<file path="src/rtl/game_move_sequencer.sv">
// 4x4 sliding-tile board engine: edge-detected gamepad input, one-line-per-cycle
// moves with merge scoring, LFSR-driven tile spawning and end-of-game detection.
module game_move_sequencer #(
   parameter int WIN_EXP = 11
) (
   input  logic        clk,
   input  logic        rst_n,
   input  logic        up,
   input  logic        down,
   input  logic        left,
   input  logic        right,
   input  logic        start,
   input  logic        ld_en,
   input  logic [3:0]  ld_addr,
   input  logic [3:0]  ld_data,
   input  logic [3:0]  rd_addr,
   output logic [3:0]  rd_tile,
   output logic        busy,
   output logic        game_over,
   output logic        won,
   output logic [15:0] score
);

   typedef enum logic [2:0] {S_IDLE, S_CLEAR, S_MOVE, S_SPAWN, S_CHECK} state_t;
   typedef enum logic [1:0] {D_LEFT, D_RIGHT, D_UP, D_DOWN} dir_t;

   localparam logic [3:0] WIN_TILE = 4'(WIN_EXP);

   state_t      state, state_nxt;
   dir_t        move_dir, dir_sel;
   logic [3:0]  board [16];
   logic [15:0] lfsr;
   logic [4:0]  btn_prev, btn_now, btn_ev;
   logic [1:0]  line_idx, spawns_left;
   logic        moved;
   logic [3:0]  spawn_pos, spawn_cnt;
   logic        start_ev, accept_move, spawn_hit, spawn_done;

   logic [3:0]  line_addr [4];
   logic [3:0]  line_in [4];
   logic [3:0]  line_out [4];
   logic [3:0]  comp [5];
   logic [2:0]  comp_cnt, out_cnt;
   logic        skip_next, line_changed, line_won;
   logic [16:0] line_gain, score_sum;
   logic [15:0] score_nxt;
   logic        board_dead;

   // Element k of line idx, ordered so that k = 0 is the cell against the wall.
   function automatic logic [3:0] cell_addr(input dir_t d, input logic [1:0] idx,
                                            input logic [1:0] k);
      case (d)
         D_LEFT:  cell_addr = {idx, k};
         D_RIGHT: cell_addr = {idx, ~k};
         D_UP:    cell_addr = {k, idx};
         default: cell_addr = {~k, idx};
      endcase
   endfunction

   assign btn_now     = {start, down, up, right, left};
   assign btn_ev      = btn_now & ~btn_prev;
   assign start_ev    = btn_ev[4];
   assign accept_move = !start_ev && $onehot(btn_ev[3:0]) && !game_over;
   assign rd_tile     = board[rd_addr];
   assign spawn_hit   = (board[spawn_pos] == 4'd0);
   assign spawn_done  = spawn_hit || (spawn_cnt == 4'd15);

   always_comb begin
      dir_sel = D_DOWN;
      if (btn_ev[0])      dir_sel = D_LEFT;
      else if (btn_ev[1]) dir_sel = D_RIGHT;
      else if (btn_ev[2]) dir_sel = D_UP;
   end

   // Slide one line: compact nonzero tiles toward the wall, then merge pairs
   // wall-first; a merged tile is skipped so it cannot merge again this move.
   always_comb begin
      for (int k = 0; k < 4; k++) begin
         line_addr[k] = cell_addr(move_dir, line_idx, 2'(k));
         line_in[k]   = board[line_addr[k]];
      end
      for (int k = 0; k < 5; k++) comp[k] = 4'd0;
      comp_cnt = 3'd0;
      for (int k = 0; k < 4; k++) begin
         if (line_in[k] != 4'd0) begin
            comp[comp_cnt] = line_in[k];
            comp_cnt = comp_cnt + 3'd1;
         end
      end
      for (int k = 0; k < 4; k++) line_out[k] = 4'd0;
      out_cnt   = 3'd0;
      skip_next = 1'b0;
      line_gain = 17'd0;
      line_won  = 1'b0;
      for (int k = 0; k < 4; k++) begin
         if (skip_next) begin
            skip_next = 1'b0;
         end else if (comp[3'(k)] != 4'd0 && comp[3'(k)] == comp[3'(k + 1)] &&
                      comp[3'(k)] != 4'hF) begin
            line_out[out_cnt[1:0]] = comp[3'(k)] + 4'd1;
            line_gain = line_gain + (17'd1 << (comp[3'(k)] + 4'd1));
            if (comp[3'(k)] + 4'd1 == WIN_TILE) line_won = 1'b1;
            skip_next = 1'b1;
            out_cnt = out_cnt + 3'd1;
         end else begin
            line_out[out_cnt[1:0]] = comp[3'(k)];
            out_cnt = out_cnt + 3'd1;
         end
      end
      line_changed = 1'b0;
      for (int k = 0; k < 4; k++) begin
         if (line_out[k] != line_in[k]) line_changed = 1'b1;
      end
      score_sum = {1'b0, score} + line_gain;
      score_nxt = score_sum[16] ? 16'hFFFF : score_sum[15:0];
   end

   // The board is stuck when it is full and no two orthogonal neighbours match.
   always_comb begin
      board_dead = 1'b1;
      for (int i = 0; i < 16; i++) begin
         if (board[4'(i)] == 4'd0) board_dead = 1'b0;
      end
      for (int r = 0; r < 4; r++) begin
         for (int c = 0; c < 3; c++) begin
            if (board[4'(r * 4 + c)] == board[4'(r * 4 + c + 1)]) board_dead = 1'b0;
         end
      end
      for (int r = 0; r < 3; r++) begin
         for (int c = 0; c < 4; c++) begin
            if (board[4'(r * 4 + c)] == board[4'(r * 4 + c + 4)]) board_dead = 1'b0;
         end
      end
   end

   always_ff @(posedge clk or negedge rst_n) begin
      if (!rst_n) state <= S_IDLE;
      else        state <= state_nxt;
   end

   always_comb begin
      state_nxt = state;
      busy      = (state != S_IDLE);
      case (state)
         S_IDLE: begin
            if (start_ev)         state_nxt = S_CLEAR;
            else if (accept_move) state_nxt = S_MOVE;
         end
         S_CLEAR: state_nxt = S_SPAWN;
         S_MOVE: begin
            if (line_idx == 2'd3) state_nxt = (moved || line_changed) ? S_SPAWN : S_CHECK;
         end
         S_SPAWN: begin
            if (spawn_done && spawns_left != 2'd2) state_nxt = S_CHECK;
         end
         S_CHECK: state_nxt = S_IDLE;
         default: state_nxt = S_IDLE;
      endcase
   end

   // Board, score, flags and spawn bookkeeping. The spawn start cell is taken
   // from the LFSR on the edge that enters SPAWN, and again for a second spawn.
   always_ff @(posedge clk or negedge rst_n) begin
      if (!rst_n) begin
         for (int i = 0; i < 16; i++) board[i] <= 4'd0;
         lfsr        <= 16'hACE1;
         btn_prev    <= 5'd0;
         score       <= 16'd0;
         won         <= 1'b0;
         game_over   <= 1'b0;
         move_dir    <= D_LEFT;
         line_idx    <= 2'd0;
         moved       <= 1'b0;
         spawns_left <= 2'd0;
         spawn_pos   <= 4'd0;
         spawn_cnt   <= 4'd0;
      end else begin
         lfsr     <= {lfsr[14:0], lfsr[15] ^ lfsr[13] ^ lfsr[12] ^ lfsr[10]};
         btn_prev <= btn_now;
         case (state)
            S_IDLE: begin
               if (ld_en) board[ld_addr] <= ld_data;
               if (accept_move) begin
                  move_dir <= dir_sel;
                  line_idx <= 2'd0;
                  moved    <= 1'b0;
               end
            end
            S_CLEAR: begin
               for (int i = 0; i < 16; i++) board[i] <= 4'd0;
               score       <= 16'd0;
               won         <= 1'b0;
               game_over   <= 1'b0;
               spawns_left <= 2'd2;
               spawn_pos   <= lfsr[3:0];
               spawn_cnt   <= 4'd0;
            end
            S_MOVE: begin
               for (int k = 0; k < 4; k++) board[line_addr[k]] <= line_out[k];
               score <= score_nxt;
               if (line_won) won <= 1'b1;
               moved       <= moved | line_changed;
               line_idx    <= line_idx + 2'd1;
               spawns_left <= 2'd1;
               spawn_pos   <= lfsr[3:0];
               spawn_cnt   <= 4'd0;
            end
            S_SPAWN: begin
               if (spawn_hit) board[spawn_pos] <= (lfsr[7:4] == 4'd0) ? 4'd2 : 4'd1;
               if (spawn_done) begin
                  spawns_left <= spawns_left - 2'd1;
                  spawn_pos   <= lfsr[3:0];
                  spawn_cnt   <= 4'd0;
               end else begin
                  spawn_pos <= spawn_pos + 4'd1;
                  spawn_cnt <= spawn_cnt + 4'd1;
               end
            end
            S_CHECK: game_over <= board_dead;
            default: ;
         endcase
      end
   end

endmodule

</file>
<file path="config.mk">
export PLATFORM = sky130hd
export DESIGN_NAME = game_move_sequencer
export DESIGN_NICKNAME = d
export VERILOG_FILES = /design/src/rtl/game_move_sequencer.sv
export SDC_FILE = /design/constraint.sdc
export NUM_CORES = 1
export LEC_CHECK = 0
export CAP_MARGIN = 20
export CORE_MARGIN = 2
export CORE_UTILIZATION = 25
export CTS_CLUSTER_DIAMETER = 100
export DETAILED_ROUTE_END_ITERATION = 8
export PLACE_DENSITY = 0.36
export RECOVER_POWER = 25
export SETUP_SLACK_MARGIN = 0.05
export SYNTH_ARGS = -nofsm -noshare
export SYNTH_HDL_FRONTEND = slang
export SYNTH_SLANG_ARGS = --single-unit
</file>
<file path="constraint.sdc">
create_clock -name clk -period 36 [get_ports clk]
set_clock_uncertainty 0.15 [all_clocks]
set_input_delay 7.2 -clock clk [delete_from_list [all_inputs] [get_ports clk]]
set_output_delay 7.2 -clock clk [all_outputs]
set_load 0.05 [all_outputs]
</file>
==> results.md <==
- The part of the cycle the worst path needs is around half.
- The share of the Yosys chip area taken by registers is approximately 18%.
- The number of setup buffers added after CTS is 0.
- CTS built an H-tree with a depth of 4.
- Synthesis produced a netlist with a net count of about 2300.
- The x dimension of the die is 263 microns.
- The number of distinct library cell variants in the gate-level netlist after synthesis is ~110.
- After legalization and detailed placement, the total HPWL measured 61100 microns.
- Leaving out fill and tap cells, the most frequent cell in the layout is o21ai_0.
- Final hold analysis gives a worst-case slack of a little over 0.2 ns.
- The number of logic stages on the critical path including buffering is 4.
- The number of clock sinks is between 100 and 150.
- Data on the critical path is required at its endpoint by about 29 ns.
- The number of cells produced by synthesis is between 2000 and 2500.
- The number of I/O port buffers is just over 40.
- The cell class contributing the biggest share of worst-path delay is buffers and inverters.
- The DRC violation total after the first TritonRoute iteration is between 1500 and 2000.
- The count of hold buffers inserted by post-cts repair is 0.
- After synthesis the netlist holds a flip-flop and latch count of 120.
- The highest achievable clock rate is around 57 MHz.
- The clock transition at the register clock pins on the worst setup and hold paths after CTS is ~0.06 ns.
- The final setup violation count is 0.
- Walking the worst path, the cells encountered are clkdlybuf4s50_1, mux4_2, mux4_2, clkdlybuf4s50_1.
- The max capacitance violation total is 1.
- The number of hold-slack violations in the final timing report is 0.
- The transition time of the tightest slew-check pin is between 3 and 4 ns.
- The kind of start point of the critical path is an input pin.
- The total length of routed wires is 83400 microns.
- For this run, the total global-route usage over all layers was measured as 23.5%.
- The endpoint identified for the worst register-to-register timing path is score[4].
- The congestion estimate from routability-driven global placement came to approximately 0.91.
- The number of fill cells is 7201.
- After floorplanning, the core was sized to cover roughly 0.066 sq mm.
- The launch point of the worst reg-to-reg path is move_dir[0].
- The number of synthesized flops with an enable pin is 0.
- Of all nets on the critical path, the largest fanout is 16.
- The setup check on the worst reg-to-reg path leaves a slack of around 22 ns.
- Averaged over all synthesized cells, the footprint is 7.72 sq um.
- The checks that failed: capacitance limit, slew limit.
- The library cells used most frequently in the layout, excluding fill and tap cells, are o21ai_0 (188), nor2_1 (187), nand2_1 (186), a21oi_1 (168), dfrtp_1 (110).
- The number of buffers and inverters on the critical path is 2.
- The number of antenna violations at the first check in global routing is 3.
- The detail route stage leaves a number of antenna-violating nets equal to 0.
- The number of clock buffers added by TritonCTS is 17.
- The first element of the critical path is rd_addr[0].
- The total congestion overflow is 0.
- The pin count of the biggest net entering global routing is 65.
- The predominant post-synthesis flop cell is dfrtp_1.
- The total via count in the routed design is between 15000 and 20000.
- By startpoint and endpoint, the worst setup path is classified as input pin to output port.
- The top-level I/O count is 43.
- Once the floorplan was initialized, standard cells occupied approximately a quarter of the core.
- The number of global-route vias before repair was between 15000 and 20000.
- Along the worst hold path, the cell count comes to 0.
- In this run the worst hold path is classified as flop to flop.
- The max-slew violation count is a little under 60.
- The tree is rooted in a clkbuf_16.
- The total number of yosys warnings is 0.
- In the routed layout, each cell is associated on average with a via count of approximately 5.9.
- The clock tree from TritonCTS is done.
- After synthesis the cells add up to 0.0168 sq mm.
- After routing, the total negative slack on setup checks comes to 0 ns.
- At the later pin of the worst-skew pair, clock insertion delay measures 0.45 ns.
- The run finished, with violations left.
- The number of detailed-routing iterations run before antenna repair is 7.
- For this run, the slowest stage of the critical path takes between 1 and 1.5 ns.
- For the worst flop-to-flop path, the logic depth is between 50 and 60.
- The headroom to the max-slew limit is -145%.
- The number of standard-cell rows in the floorplan is 94.
- Of the cells placed in the final design, the portion with a size suffix greater than 1 is between 8 and 9%.
- Following the worst setup path forward leads to its endpoint at rd_tile[2].
- From synthesis to final layout, the design area changed by 9.81%.
- Setup repair after global routing left no endpoint under its margin.
- For this run, design rule violations remaining after detail routing come to 0.
- After synthesis, the share of flip-flops with an asynchronous set or reset is 100%.
- After layout, the minimum clock period comes to between 15 and 20 ns.
- The arrival time of data at the critical path endpoint is 10.15 ns.
- Once the clock tree was built, the resizer swapped 0 gates to a different size.
- The die covers roughly 0.069 sq mm.
- The average detailed-routed wire length per instance is around 28 microns.
- At the end of the flow, the number of nets in the layout was 2247.
- The cell with the biggest individual delay on the critical path is clkdlybuf4s50_1.
- Measured along the y axis, the die boundary spans about 260 microns.
- In this run the deepest clock path goes through 2 buffers.
- The first global-routing pass estimated 122000 microns of wire.
- The kind of end point of the critical path is an output port.
## metrics by stage
step | instances | setup slack (ns) | area [sq um] | util (%)
floorplan | 2174 | 19.34 | 16800 | -
global placement | 2966 | 18.49 | 17800 | 27.0
detailed placement | 2967 | 18.47 | 17800 | 27.0
CTS | 2999 | 18.46 | 18400 | 27.9
global route | 2999 | 18.34 | 18400 | 27.9
finish | 3001 | 18.50 | 18400 | 27.9
## how the worst min path moves through the flow
| stage | start | slack (ns) | end |
|---|---|---|---|
| after floorplan | lfsr[8] | 0.18 | lfsr[9] |
| after CTS | lfsr[14] | 0.20 | lfsr[15] |
| final | lfsr[14] | 0.20 | lfsr[15] |
| after global placement | lfsr[14] | 0.19 | lfsr[15] |
| after global routing | lfsr[14] | 0.20 | lfsr[15] |
| after detailed placement | lfsr[14] | 0.19 | lfsr[15] |
## sequential cells by signal (all words and copies together) (netlist names)
name,flops
board,64
lfsr,16
score,16
btn_prev,5
spawn_cnt,4
spawn_pos,4
state,3
line_idx,2
move_dir,2
spawns_left,2
moved,1
won,1
## worst register-to-register path: cells and delay by family (launching register included)
| kind | cells | cell delay, ns |
|---|---|---|
| simple gates | 14 | 2.64 |
| buf+inv | 6 | 1.20 |
| xor+xnor | 2 | 0.26 |
| mux | 2 | 0.50 |
| fa+ha+maj | 7 | 2.38 |
| flops | 1 | 0.86 |
| compound gates | 22 | 5.95 |
## layout make-up
type | instances | area (sq um) | area share [%]
multi-input cells | 1815 | 12700 | 68.9
flip-flops and latches | 120 | 3020 | 16.4
well taps | 864 | 1080 | 5.87
repair buffers | 85 | 734 | 3.99
clock buffers | 18 | 439 | 2.38
inverters | 83 | 317 | 1.72
clock inverters | 14 | 141 | 0.767
diodes | 2 | 5.00 | 0.0272
## routing by layer
layer  wire [microns]  vias up  global-route usage [%]  share of wire [%]
li1                 -     8084                       -                  -
met1            35500     8696                    30.5                 43
met2            37100      828                    37.1                 45
met3             5580      230                    3.53                6.7
met4             5170        4                    13.9                6.2
met5               26        -                       0              0.031
## kinds of logic (layout without fill, tap and decap cells)
family | Yosys count | count (layout) | share of synthesized area, %
AO/OA/AOI/OAI | 802 | 802 | 32.9
AND/OR/NAND/NOR | 708 | 708 | 20.7
buffers and inverters | 239 | 200 | 6.52
flip-flops | 120 | 120 | 18.0
multiplexers | 111 | 111 | 8.89
adder cells (fa/ha/maj) | 105 | 105 | 8.10
XOR/XNOR | 88 | 88 | 4.90
other | 1 | 3 | 0.0224
## cells in the mapped netlist, types with 27 or more instances
cell type,n,share of area (%)
a21oi_1,169,5.0
nand2_1,186,4.2
dfrtp_1,112,17
a211oi_1,31,1.4
nor2_1,187,4.2
a21o_1,35,1.6
a31oi_1,28,1.0
nand3_1,45,1.3
a22oi_1,29,1.3
o21ai_0,188,5.6
nor2b_1,40,1.5
xnor2_1,68,3.5
mux2i_1,55,3.3
clkbuf_1,91,2.0
o211ai_1,35,1.6
mux4_2,27,3.6
inv_1,81,1.8
mux2_2,27,1.8
and3_1,41,1.5
nor3_1,53,1.6
and2_1,46,1.7
ha_1,99,7.4
Power is left out: the tool's default activity adds up to more than one toggle a clock period on the data nets, which glitch-free logic cannot reach.
